==> config.mk <==
export PLATFORM = sky130hd
export DESIGN_NAME = serial_port_fifo
export DESIGN_NICKNAME = d
export VERILOG_FILES = /design/src/rtl/serial_port_fifo.sv
export SDC_FILE = /design/constraint.sdc
export NUM_CORES = 1
export LEC_CHECK = 0
export ABC_AREA = 0
export CORE_ASPECT_RATIO = 1.2
export CORE_MARGIN = 2
export CORE_UTILIZATION = 61
export DETAILED_ROUTE_END_ITERATION = 16
export DONT_BUFFER_PORTS = 1
export GPL_ROUTABILITY_DRIVEN = 0
export PLACE_DENSITY = 0.74
export SLEW_MARGIN = 20
export SYNTH_ARGS = -nofsm -noshare
export SYNTH_HDL_FRONTEND = slang
export SYNTH_SLANG_ARGS = --single-unit
export TNS_END_PERCENT = 50
==> constraint.sdc <==
create_clock -name clock -period 4.98 [get_ports clock]
set_input_delay 0.996 -clock clock [delete_from_list [all_inputs] [get_ports clock]]
set_output_delay 0.996 -clock clock [all_outputs]
set_load 0.01 [all_outputs]
==> src/rtl/serial_port_fifo.sv <==
// Buffered serial port: independent TX/RX FIFOs between CPU MMIO and the serial handshake pins,
// with sticky overflow flags, occupancy counts and an internal TX->RX loopback path.
module serial_port_fifo #(
    parameter int unsigned DATA_WIDTH = 8,
    parameter int unsigned TX_DEPTH   = 16,
    parameter int unsigned RX_DEPTH   = 16
) (
    input  logic                        clock,
    input  logic                        reset,
    input  logic                        cpu_tx_wr,
    input  logic [DATA_WIDTH-1:0]       cpu_tx_data,
    input  logic                        cpu_rx_rd,
    output logic [DATA_WIDTH-1:0]       cpu_rx_data,
    input  logic                        cpu_clr_flags,
    input  logic                        loopback_en,
    output logic [$clog2(TX_DEPTH):0]   tx_count,
    output logic [$clog2(RX_DEPTH):0]   rx_count,
    output logic                        tx_full,
    output logic                        rx_empty,
    output logic                        tx_overflow,
    output logic                        rx_overflow,
    output logic [DATA_WIDTH-1:0]       serial_out,
    output logic                        serial_wren_out,
    input  logic                        serial_ready_in,
    input  logic [DATA_WIDTH-1:0]       serial_in,
    input  logic                        serial_valid_in,
    output logic                        serial_rden_out
);

    localparam int unsigned TxAw = $clog2(TX_DEPTH);
    localparam int unsigned RxAw = $clog2(RX_DEPTH);
    localparam logic [TxAw:0] TxFullCount = (TxAw + 1)'(TX_DEPTH);
    localparam logic [RxAw:0] RxFullCount = (RxAw + 1)'(RX_DEPTH);

    logic [DATA_WIDTH-1:0] r_tx_mem [TX_DEPTH];
    logic [DATA_WIDTH-1:0] r_rx_mem [RX_DEPTH];
    logic [TxAw-1:0]       r_tx_wr_ptr, r_tx_rd_ptr;
    logic [RxAw-1:0]       r_rx_wr_ptr, r_rx_rd_ptr;
    logic [TxAw:0]         r_tx_count;
    logic [RxAw:0]         r_rx_count;
    logic                  r_tx_overflow, r_rx_overflow;
    logic [DATA_WIDTH-1:0] r_serial_out;
    logic                  r_serial_wren;

    logic                  w_tx_full, w_tx_empty, w_rx_full, w_rx_empty;
    logic                  w_tx_push, w_tx_pop, w_rx_push, w_rx_pop, w_rx_ext_push;
    logic [DATA_WIDTH-1:0] w_tx_head, w_rx_wdata;

    // Full/empty are always judged on pre-edge occupancy, so a same-cycle pop never frees a slot.
    assign w_tx_full  = (r_tx_count == TxFullCount);
    assign w_tx_empty = (r_tx_count == '0);
    assign w_rx_full  = (r_rx_count == RxFullCount);
    assign w_rx_empty = (r_rx_count == '0);
    assign w_tx_head  = r_tx_mem[r_tx_rd_ptr];

    assign w_tx_push     = cpu_tx_wr & ~w_tx_full;
    assign w_tx_pop      = ~w_tx_empty & (loopback_en ? ~w_rx_full : serial_ready_in);
    assign w_rx_ext_push = ~loopback_en & serial_valid_in & ~w_rx_full;
    assign w_rx_push     = loopback_en ? w_tx_pop : w_rx_ext_push;
    assign w_rx_wdata    = loopback_en ? w_tx_head : serial_in;
    assign w_rx_pop      = cpu_rx_rd & ~w_rx_empty;

    always_ff @(posedge clock) begin
        if (w_tx_push) r_tx_mem[r_tx_wr_ptr] <= cpu_tx_data;
        if (w_rx_push) r_rx_mem[r_rx_wr_ptr] <= w_rx_wdata;
    end

    always_ff @(posedge clock) begin
        if (reset) begin
            r_tx_wr_ptr <= '0;
            r_tx_rd_ptr <= '0;
            r_tx_count  <= '0;
        end else begin
            if (w_tx_push) r_tx_wr_ptr <= r_tx_wr_ptr + TxAw'(1);
            if (w_tx_pop)  r_tx_rd_ptr <= r_tx_rd_ptr + TxAw'(1);
            case ({w_tx_push, w_tx_pop})
                2'b10:   r_tx_count <= r_tx_count + (TxAw + 1)'(1);
                2'b01:   r_tx_count <= r_tx_count - (TxAw + 1)'(1);
                default: r_tx_count <= r_tx_count;
            endcase
        end
    end

    always_ff @(posedge clock) begin
        if (reset) begin
            r_rx_wr_ptr <= '0;
            r_rx_rd_ptr <= '0;
            r_rx_count  <= '0;
        end else begin
            if (w_rx_push) r_rx_wr_ptr <= r_rx_wr_ptr + RxAw'(1);
            if (w_rx_pop)  r_rx_rd_ptr <= r_rx_rd_ptr + RxAw'(1);
            case ({w_rx_push, w_rx_pop})
                2'b10:   r_rx_count <= r_rx_count + (RxAw + 1)'(1);
                2'b01:   r_rx_count <= r_rx_count - (RxAw + 1)'(1);
                default: r_rx_count <= r_rx_count;
            endcase
        end
    end

    // Overflow set takes priority over a coincident clear.
    always_ff @(posedge clock) begin
        if (reset) begin
            r_tx_overflow <= 1'b0;
            r_rx_overflow <= 1'b0;
        end else begin
            if (cpu_tx_wr & w_tx_full)                        r_tx_overflow <= 1'b1;
            else if (cpu_clr_flags)                           r_tx_overflow <= 1'b0;
            if (~loopback_en & serial_valid_in & w_rx_full)   r_rx_overflow <= 1'b1;
            else if (cpu_clr_flags)                           r_rx_overflow <= 1'b0;
        end
    end

    always_ff @(posedge clock) begin
        if (reset) begin
            r_serial_out  <= '0;
            r_serial_wren <= 1'b0;
        end else if (w_tx_pop & ~loopback_en) begin
            r_serial_out  <= w_tx_head;
            r_serial_wren <= 1'b1;
        end else begin
            r_serial_wren <= 1'b0;
        end
    end

    assign serial_rden_out = w_rx_ext_push & ~reset;
    assign cpu_rx_data     = w_rx_empty ? '0 : r_rx_mem[r_rx_rd_ptr];
    assign tx_count        = r_tx_count;
    assign rx_count        = r_rx_count;
    assign tx_full         = w_tx_full;
    assign rx_empty        = w_rx_empty;
    assign tx_overflow     = r_tx_overflow;
    assign rx_overflow     = r_rx_overflow;
    assign serial_out      = r_serial_out;
    assign serial_wren_out = r_serial_wren;

endmodule

# Yosys cells after proc, flatten, opt, wreduce, memory -nomap -nowiden
# Memories as Yosys holds them, arrays and structs flattened. A register that Yosys moved wholly into a read port is not among the register bits.
# Index checks and enable logic that the tools add are counted.
# word_totals
reg_bits	37
mem_bits_rw	256
in_bits	24
output_inout_bits	32
elab_cells	65
memories	2
# memory_table
memory	depth	width	rd	rd_ports_with_merged_regs	write_ports	line_no	text
r_rx_mem	16	8	1	1	1	36	logic [DATA_WIDTH-1:0] r_rx_mem [RX_DEPTH];
r_tx_mem	16	8	1	1	1	35	logic [DATA_WIDTH-1:0] r_tx_mem [TX_DEPTH];
# op_classes
add_sub_neg	8
n_eq_ne	6
mux	18
bitwise	15
reduce_logical	6
# ops
cell	n
5-bit one-hot mux with 2 select lines	2
4-bit by 1-bit adder with 4-bit output, second input constant	4
4-bit 2-to-1 mux	4
8-bit 2-to-1 mux	2
5-bit by 1-bit adder with 5-bit output, second input constant	2
5-bit == test, second input constant	2
5-bit zero test	2
1-bit 2-to-1 mux	10
5-bit by 1-bit subtractor with 5-bit output, second input constant	2
1-bit bitwise AND	9
2-bit nonzero test	4
1-bit NOT	6
2-bit by 1-bit == test with 1-bit output, second input constant	2
2-bit == test, second input constant	2

# Longest topological paths before layout
# Gate-level depths: netlist of the first run.
# depth
word_depth	7
depth_mapped	15

# Worst setup path before layout of the first run
# No wires, ideal clock.
# synth_timing
path_type	input port to flip-flop
start	input loopback_en
end	register r_tx_count[4], in the netlist tx_count[4]
setup_time_ns	0.121
arrival_ns	3.297
required_time_ns	4.859
path_slack_ns	1.562
path_stages	13
n_path_buf	2
cell_sequence	clkbuf_1 nor2_1 a31oi_1 and2_1 buf_6 ha_1 inv_1 fa_1 nor2b_1 o21ai_0 nand3_1 or3b_1 mux2_2
# synth_between
elab_chain_cells	4
elab_cells_between_ends	6
classes_between	eq/ne: 2; mux: 2; bitwise: 1; reduce/logical: 1
# synth_lines
element	line_no	text
start, declared	15	input logic loopback_en,
1-bit 2-to-1 mux *	57	assign w_tx_pop = ~w_tx_empty & (loopback_en ? ~w_rx_full : serial_ready_in);
1-bit bitwise AND *	57	
2-bit by 1-bit == test with 1-bit output / 2-bit == test (equally long branches)	76	case ({w_tx_push, w_tx_pop})
5-bit one-hot mux with 2 select lines / 2-bit nonzero test (equally long branches)	-	
end signal, assigned	77	2'b10: r_tx_count <= r_tx_count + (TxAw + 1)'(1);
end signal, assigned	78	2'b01: r_tx_count <= r_tx_count - (TxAw + 1)'(1);
end signal, assigned	79	default: r_tx_count <= r_tx_count;
end, declared	39	logic [TxAw:0] r_tx_count;
# Every way passes the cells marked *; elsewhere a longest branch is shown, timed or not.
# A chain may end at the register's enable or synchronous reset.

==> qor.csv, run 1 <==
metric,value,unit
status,completed,
avgRoutedWirePerCell,23.8,µm
syn2layout_area_growth,8.79,%
yosysTopAreaCell,edfxtp_1,
synth_area_leaders,"edfxtp_1 (64%), mux4_2 (12%), dfxtp_1 (7.4%)",
synth.distinct_cells,49,
synth_ff_type,edfxtp_1,
dr_wl_met2,12700,µm
ys_warn_count,0,
synth_seq_area_share,71.0,%
syn_inst,676,
hold_path_depth,2,
worst_pin_slew,1110,ps
arrival,2670,ps
post-route-cell-area,13200,µm²
cts_setup_buffers,0,
syn-cell-area,12100,µm²
r2r_cells,11,
fin_crit_sh,73.6,%
vias_per_cell,6.14,
ys_ff_latch,301,
critical-path-slowest-cell,dfxtp_2,
route.detailed.drc,0,
max_stage_delay,800,ps
h-tree-depth,1,
ir_drop,0.369,mV
cp_max_fo,21,
finalSetupViolCount,0,
rows,56,
grt_pass1_vias,6056,
wl_met1,8310,µm
dp.cells,908,
io_pins,56,
fin_tns_setup,0,ps
slew_viol_final,0,
place_area,12300,µm²
fin_ws,1310,ps
wl_met3,1240,µm
cts_tree,yes,
syn-num-nets,718,
overflow,0,
p_per_area,504,nW/µm²
nNetsFinal,719,
initial_core_util,62.1,%
clock_skew,27.3,ps
stdcell_count,960,
cts_buffers,28,
holdBufCountCts,0,
cts_root_buffer,clkbuf_16,
vias,5896,
clk_pin_slew_worst_paths,60,ps
crit_required,3980,ps
rsz0062_at_grt,no,
dp_hpwl,15300,µm
grt_util_all_layers,22.6,%
syn_area_per_cell,17.9,µm²
hold_path_class,flop to flop,
ys_async_sr_fraction,0,%
cts_resized,0,
chipWidth,133,µm
portBuffers,0,
post-place-ws,1640,ps
drtAntennaViolNets,0,
drtIter0Drc,393,
p_total,6.64,mW
grt_max_degree,38,
layout_min_cycle_time,3670,ps
cp-start-kind,flop,
die_h,158,µm
p_leak,4.24,nW
layout_common_cells,"edfxtp_1 (256), mux4_2 (63), nor2_1 (59), dfxtp_1 (41), mux2i_1 (36)",
finalHoldViolations,0,
grt_pass1_wl,35300,µm
setup.worst_path.end_class,output port,
fp.dieArea,21000,µm²
clkSinkCount,301,
layout_commonest_cell,edfxtp_1,
max_slew_margin,25.7,%
fmax,273,MHz
firstDrtPassIters,7,
coreArea,19500,µm²
clockBufferDepth,3,
crit_type,flop to output port,
top_layer,met4,
n_antenna_cell,0,
clk_latency,550,ps
antenna_found_initial,0,
layout-drive-gt1-share,18.3,%
synth-edff-count,256,
synth.top_cell.area_share,63.5,%
cap_violations,0,
routed_wirelength,22800,µm
path_cells,buf_4 -> mux4_2 -> mux2i_1 -> o22ai_1,
## power breakdown
group	leakage (nW)	internal (mW)	switching [mW]	total, mW
Combinational	1.11	0.579	0.724	1.30
Sequential	2.69	3.04	0.258	3.30
Clock	0.440	1.16	0.873	2.04
Total	4.24	4.78	1.85	6.64
## flip-flops by register name (all words and copies together) (netlist names), named ones only
register,count
serial_out,8
rx_count,5
r_tx_wr_ptr,4
rx_overflow,1
r_rx_mem,128
r_rx_rd_ptr,4
r_tx_mem,128
serial_wren_out,1
r_tx_rd_ptr,4
tx_overflow,1
r_rx_wr_ptr,4
tx_count,5
## metrics by stage
step / hold slack [ps] / util (%)
after floorplan: 472 / -
after global placement: 491 / 63.0
after detailed placement: 515 / 63.0
after CTS: 515 / 67.5
after global routing: 515 / 67.6
final: 519 / 67.6
## metal layers
metal | global-route usage [%] | vias up
met2 | 42.8 | 168
met1 | 26.4 | 3026
met4 | 6.71 | 0
met5 | 0 | -
li1 | - | 2662
met3 | 3.88 | 40
## path summary, 6_finish.rpt
kind              slack [ps]                startpoint                       end
setup reg to reg        1900  rx_count[2]$_SDFFE_PP0P_  tx_count[4]$_SDFFE_PP0P_
setup / recovery        1310                      flop            cpu_rx_data[2]
hold / removal           520  rx_overflow$_SDFFE_PP0P_  rx_overflow$_SDFFE_PP0P_
hold reg to reg          520  rx_overflow$_SDFFE_PP0P_  rx_overflow$_SDFFE_PP0P_
## synth_stat cells, types with 2 or more instances
cell      number
a21boi_2       2
a21o_1        10
a21oi_1        9
a22oi_1        3
a31oi_1        4
and2_1         3
and3_1         3
buf_1          4
buf_12         2
buf_2         10
buf_4          2
buf_6          3
clkbuf_1      13
dfxtp_1       45
edfxtp_1     256
ha_1          17
inv_1         14
mux2i_1       36
mux4_2        63
nand2_1       27
nand2b_1       7
nand3_1        4
nand4_1        3
nor2_1        59
nor2b_1        2
nor3_1         9
nor4_4         2
o21ai_0        2
o221ai_1       8
o22ai_1       17
xnor2_1        9
xor2_1        11
## cells by family (layout without fill, tap and decap cells)
| logic type | Yosys count | in the layout | synth area share [%] |
|---|---|---|---|
| flip-flops | 301 | 301 | 71.0 |
| multiplexers | 101 | 101 | 15.0 |
| XOR/XNOR | 20 | 20 | 1.45 |
| buffers and inverters | 52 | 75 | 2.34 |
| AND/OR/NAND/NOR | 128 | 128 | 5.12 |
| AO/OA/AOI/OAI | 56 | 56 | 3.21 |
| adder cells (fa/ha/maj) | 18 | 18 | 1.92 |
## critical path: cells and delay by family (launching register included)
family	cells	cell delay [ps]
DFF	1	800
buffers and inverters	1	380
AOI/OAI and AO/OA	1	210
muxes	2	740
## final cells by class
cell class / count / area [µm²]
clock buffer: 40 / 797
inverter: 16 / 60.1
multi-input combinational: 323 / 3250
sequential: 301 / 8590
timing repair buffer: 7 / 52.6
fill: 1318 / 6310
clock inverter: 12 / 90.1
tap: 261 / 327
(Power assumes the default switching activity.)
==> run 2, diff against run 1 <==
--- a/config.mk
+++ b/config.mk
@@ -5,14 +5,14 @@
 export SDC_FILE = /design/constraint.sdc
 export NUM_CORES = 1
 export LEC_CHECK = 0
-export ABC_AREA = 0
+export ABC_AREA = 1
 export CORE_ASPECT_RATIO = 1.2
 export CORE_MARGIN = 2
-export CORE_UTILIZATION = 61
+export CORE_UTILIZATION = 57
 export DETAILED_ROUTE_END_ITERATION = 16
 export DONT_BUFFER_PORTS = 1
 export GPL_ROUTABILITY_DRIVEN = 0
-export PLACE_DENSITY = 0.74
+export PLACE_DENSITY = 0.72
 export SLEW_MARGIN = 20
 export SYNTH_ARGS = -nofsm -noshare
 export SYNTH_HDL_FRONTEND = slang
==> constraint.sdc (replaced) <==
create_clock -name clock -period 3.27 [get_ports clock]
set_input_delay 0.654 -clock clock [delete_from_list [all_inputs] [get_ports clock]]
set_output_delay 0.654 -clock clock [all_outputs]
set_load 0.01 [all_outputs]
==> run 2 against run 1 <==
Compared with the run above: die area up 14%; combinational power up 140%; critical path type unchanged; highest routed layer unchanged; synthesized cell count up 89%; core utilization down 4.2 points.
==> qor.csv, run 2 <==
metric,value,unit
status,completed,
p_per_area,813,nW/µm²
ys_async_sr_fraction,0,%
nNetsFinal,1314,
vias_per_cell,5.57,
cts_resized,0,
synth_ff_type,edfxtp_1,
finalSetupViolCount,0,
layout_commonest_cell,nand2_1,
slew_viol_final,0,
layout_min_cycle_time,3030,ps
crit_required,2620,ps
hold_path_class,input port to flop,
ir_drop,0.744,mV
coreArea,22400,µm²
die_h,169,µm
setup.worst_path.end_class,output port,
stdcell_count,1573,
cts_tree,yes,
syn-cell-area,12900,µm²
post-place-ws,613,ps
route.detailed.drc,0,
clock_skew,7.13,ps
path_cells,inv_1 -> nand3_1 -> nand3_1 -> nand2_1 -> nand2_1 -> a21oi_1,
nFillCells,1712,
max_stage_delay,800,ps
clk_pin_slew_worst_paths,60,ps
critical-path-slowest-cell,inv_1,
arrival,2380,ps
cap_violations,0,
synth.distinct_cells,28,
fmax,330,MHz
n_antenna_cell,0,
syn_area_per_cell,10.1,µm²
cp_max_fo,32,
antenna_found_initial,0,
clkSinkCount,301,
routed_wirelength,29200,µm
layout-drive-gt1-share,5.33,%
overflow,0,
rsz0062_at_grt,no,
drtIter0Drc,649,
syn_inst,1279,
chipWidth,142,µm
avgRoutedWirePerCell,18.5,µm
finalHoldViolations,0,
place_area,13200,µm²
syn-num-nets,1321,
crit_type,flop to output port,
dp_hpwl,18600,µm
synth-edff-count,256,
drtAntennaViolNets,0,
synth_seq_area_share,66.3,%
grt_util_all_layers,24.3,%
cts_setup_buffers,0,
clk_latency,540,ps
synth_area_leaders,"edfxtp_1 (59%), nand2_1 (12%), nand3_1 (7.8%)",
yosysTopAreaCell,edfxtp_1,
post-route-cell-area,14200,µm²
fin_ws,236,ps
syn2layout_area_growth,9.49,%
grt_pass1_vias,8604,
clockBufferDepth,3,
max_slew_margin,25.9,%
p_total,11.5,mW
grt_pass1_wl,44600,µm
h-tree-depth,1,
firstDrtPassIters,6,
holdBufCountCts,0,
synth.top_cell.area_share,59.4,%
ys_warn_count,0,
fin_util,63.4,%
yosys.cell_count.top_type,nand2_1,
worst_pin_slew,1110,ps
cp-start-kind,flop,
multi_input_area,3570,µm²
hold_ws,181,ps
fp.dieArea,23900,µm²
ys_ff_latch,301,
layout_common_cells,"nand2_1 (424), edfxtp_1 (256), nand3_1 (203), inv_1 (128), nor2_1 (61)",
vias,8763,
cts_root_buffer,clkbuf_16,
p_leak,5.71,nW
regArea,8590,µm²
rows,60,
cp_top_family,buffers and inverters,
critical_path_buf_inv_count,1,
grt_max_degree,52,
dp.cells,1520,
initial_core_util,57.9,%
portBuffers,0,
fin_tns_setup,0,ps
cts_buffers,29,
synthTopCellsByCount,"nand2_1 (424), edfxtp_1 (256), nand3_1 (203)",
fin_crit_sh,92.8,%
io_pins,56,
==> run 2: cell count changes in the layout (fill, tap and decap cells not counted), sizes merged, moves of 17 or more <==
| cell | delta |
|---|---|
| nand2 | +398 |
| nand3 | +199 |
| mux2i | -36 |
| o21ai | +18 |
| o22ai | -17 |
| mux4 | -64 |
| a21oi | +34 |
| inv | +116 |
==> run 2: cell families after synthesis <==
kind of cell	share of synthesized area [%]
AO/OA/AOI/OAI	2.67
XOR/XNOR	0.744
adder cells (fa/ha/maj)	1.80
buffers and inverters	6.11
flip-flops	66.3
AND/OR/NAND/NOR	22.3
==> run 2: cell type report <==
type / instances / area share, %
Sequential cell: 301 / 60.6
Clock inverter: 16 / 1.62
Timing Repair Buffer: 16 / 1.11
Multi-Input combinational cell: 792 / 25.2
Clock buffer: 37 / 5.54
Tap cell: 279 / 2.46
Inverter: 132 / 3.50
==> run 2: layer usage <==
layer	vias to the layer above	routed length [µm]	track usage, %
li1	4229	-	-
met1	4191	11200	28.1
met2	284	15600	46.0
met3	59	1500	3.37
met4	0	816	8.04
met5	-	0	0
==> run 2: worst paths after layout <==
check / startpoint / end / slack (ps) / depth (start not counted)
setup / recovery: flop / cpu_rx_data[5] / 240 / 6
hold / removal: reset / rx_overflow$_SDFFE_PP0P_ / 180 / 1
setup reg to reg: tx_count[1]$_SDFFE_PP0P_ / tx_count[4]$_SDFFE_PP0P_ / 540 / 15
hold reg to reg: r_rx_rd_ptr[2]$_SDFFE_PP0P_ / r_rx_rd_ptr[2]$_SDFFE_PP0P_ / 490 / 2
==> run 2: report_power, final <==
part           switching [mW]  total, mW  internal, mW
Sequential              0.236       4.85          4.61
Clock                    1.36       3.52          2.16
Combinational            2.24       3.15         0.908
Total                    3.84       11.5          7.68
==> run 2: worst reg2reg max path: cells and delay by family (launching register included) <==
family / cells / cell delay (ps)
fa+ha+maj: 2 / 720
compound gates: 2 / 270
flops: 1 / 430
buf+inv: 4 / 500
simple gates: 7 / 740
==> run 3, diff against run 2 <==
--- a/config.mk
+++ b/config.mk
@@ -6,7 +6,6 @@
 export NUM_CORES = 1
 export LEC_CHECK = 0
 export ABC_AREA = 1
-export CORE_ASPECT_RATIO = 1.2
 export CORE_MARGIN = 2
 export CORE_UTILIZATION = 57
 export DETAILED_ROUTE_END_ITERATION = 16
==> run 3 against run 2 <==
Compared with the run above: non-clock buffer count rose by 9; design area rose by 1.0%; routed wire length rose by 4.6%; largest cell class unchanged.
==> qor.csv, run 3 (synthesized netlist as in run 2, its figures left out) <==
metric,value,unit
drtIter0Drc,991,
syn2layout_area_growth,10.6,%
setup.worst_path.end_class,output port,
finalHoldViolations,0,
clk_latency,550,ps
layout-drive-gt1-share,6.21,%
fp.dieArea,23900,µm²
cts_buffers,30,
dp.cells,1535,
worstHoldEndpoint,rx_overflow$_SDFFE_PP0P_,
coreArea,22400,µm²
firstDrtPassIters,7,
r2r-end,tx_count[4]$_SDFFE_PP0P_,
hold_path_class,input port to flop,
clk_pin_slew_worst_paths,60,ps
min_from,reset,
routed_wirelength,30500,µm
cts_root_buffer,clkbuf_16,
p_per_area,821,nW/µm²
r2r_slack,700,ps
h-tree-depth,1,
critical-path-slowest-cell,a21oi_1,
max_stage_delay,400,ps
dp_hpwl,19100,µm
finalSetupViolCount,0,
initial_core_util,57.7,%
layout_common_cells,"nand2_1 (424), edfxtp_1 (256), nand3_1 (203), inv_1 (128), nor2_1 (61)",
cap_violations,0,
slew_viol_final,0,
cp_top_family,buffers and inverters,
drtAntennaViolNets,0,
crit_type,flop to output port,
nNetsFinal,1324,
fin_crit_sh,89.9,%
worst_pin_slew,950,ps
fin_util,63.8,%
vias,9033,
clockBufferDepth,3,
fmax,340,MHz
fin_tns_setup,0,ps
max_slew_margin,36.4,%
rows,55,
portBuffers,0,
layout_commonest_cell,nand2_1,
antenna_found_initial,1,
grt_max_degree,67,
critical_path_buf_inv_count,2,
hold_ws,172,ps
cts_setup_buffers,0,
overflow,0,
route.detailed.drc,0,
ir_drop,0.556,mV
grt_pass1_wl,47500,µm
crit_required,2620,ps
chipWidth,155,µm
status,completed,
multi_input_area,3570,µm²
holdBufCountCts,0,
clkSinkCount,301,
io_pins,56,
layout_min_cycle_time,2940,ps
die_h,155,µm
cts_tree,yes,
path_common_cell,nand2_1,
rsz0062_at_grt,no,
regArea,8590,µm²
vias_per_cell,5.68,
grt_pass1_vias,8488,
cp_max_fo,48,
clock_skew,13.6,ps
p_leak,5.79,nW
grt_util_all_layers,25.8,%
cp-start-kind,flop,
avgRoutedWirePerCell,19.2,µm
nFillCells,1710,
path_cells,inv_2 -> buf_12 -> nand2_1 -> nand3_1 -> nand3_1 -> nand2_1 -> nand2_1 -> a21oi_1,
cts_resized,0,
stdcell_count,1591,
r2r_cells,15,
arrival,2290,ps
hold_path_depth,1,
r2r_start,tx_count[1]$_SDFFE_PP0P_,
-- run 3: cell count changes in the layout (fill, tap and decap cells not counted), sizes merged --
cell,change
buf,+9
clkinv,+2
clkinvlp,-2
bufinv,+1
clkbuf,+1
diode,+1
-- run 3: cell type report --
cell class                      count  area share, %
Sequential cell                   301           60.0
Multi-Input combinational cell    792           24.9
Clock buffer                       38           5.74
Inverter                          132           3.46
Tap cell                          285           2.49
Clock inverter                     17           1.80
Timing Repair Buffer               25           1.57
Antenna cell                        1         0.0175
-- run 3: metrics by stage --
step	setup WS [ps]	power, mW	cell area [µm²]
final	330	11.7	14300
after global routing	201	12.3	14300
after CTS	299	11.8	14300
after detailed placement	676	8.07	13200
after global placement	760	8.00	13200
after floorplan	758	7.18	12900
-- run 3: how the worst max path moves through the flow --
stage,start,cells past startpoint,to
finish,flop,8,cpu_rx_data[1]
global placement,loopback_en,14,tx_count[4]$_SDFFE_PP0P_
global route,flop,8,cpu_rx_data[1]
detailed placement,loopback_en,14,tx_count[4]$_SDFFE_PP0P_
floorplan,loopback_en,15,tx_count[4]$_SDFFE_PP0P_
CTS,flop,8,cpu_rx_data[1]
-- run 3: routing by layer --
| layer | vias to the layer above | global-route usage, % | wire length [µm] | part of all wire (%) |
|---|---|---|---|---|
| met5 | - | 0 | 0 | 0 |
| met1 | 4271 | 37.4 | 12800 | 42 |
| li1 | 4254 | - | - | - |
| met2 | 452 | 40.7 | 14200 | 46 |
| met4 | 0 | 7.32 | 706 | 2.3 |
| met3 | 56 | 4.46 | 2870 | 9.4 |
-- run 3: power breakdown --
| group | internal [mW] | switching, mW | leakage (nW) |
|---|---|---|---|
| clock network | 2.32 | 1.38 | 0.536 |
| logic | 0.921 | 2.30 | 2.57 |
| registers | 4.61 | 0.218 | 2.69 |
| total | 7.85 | 3.90 | 5.79 |
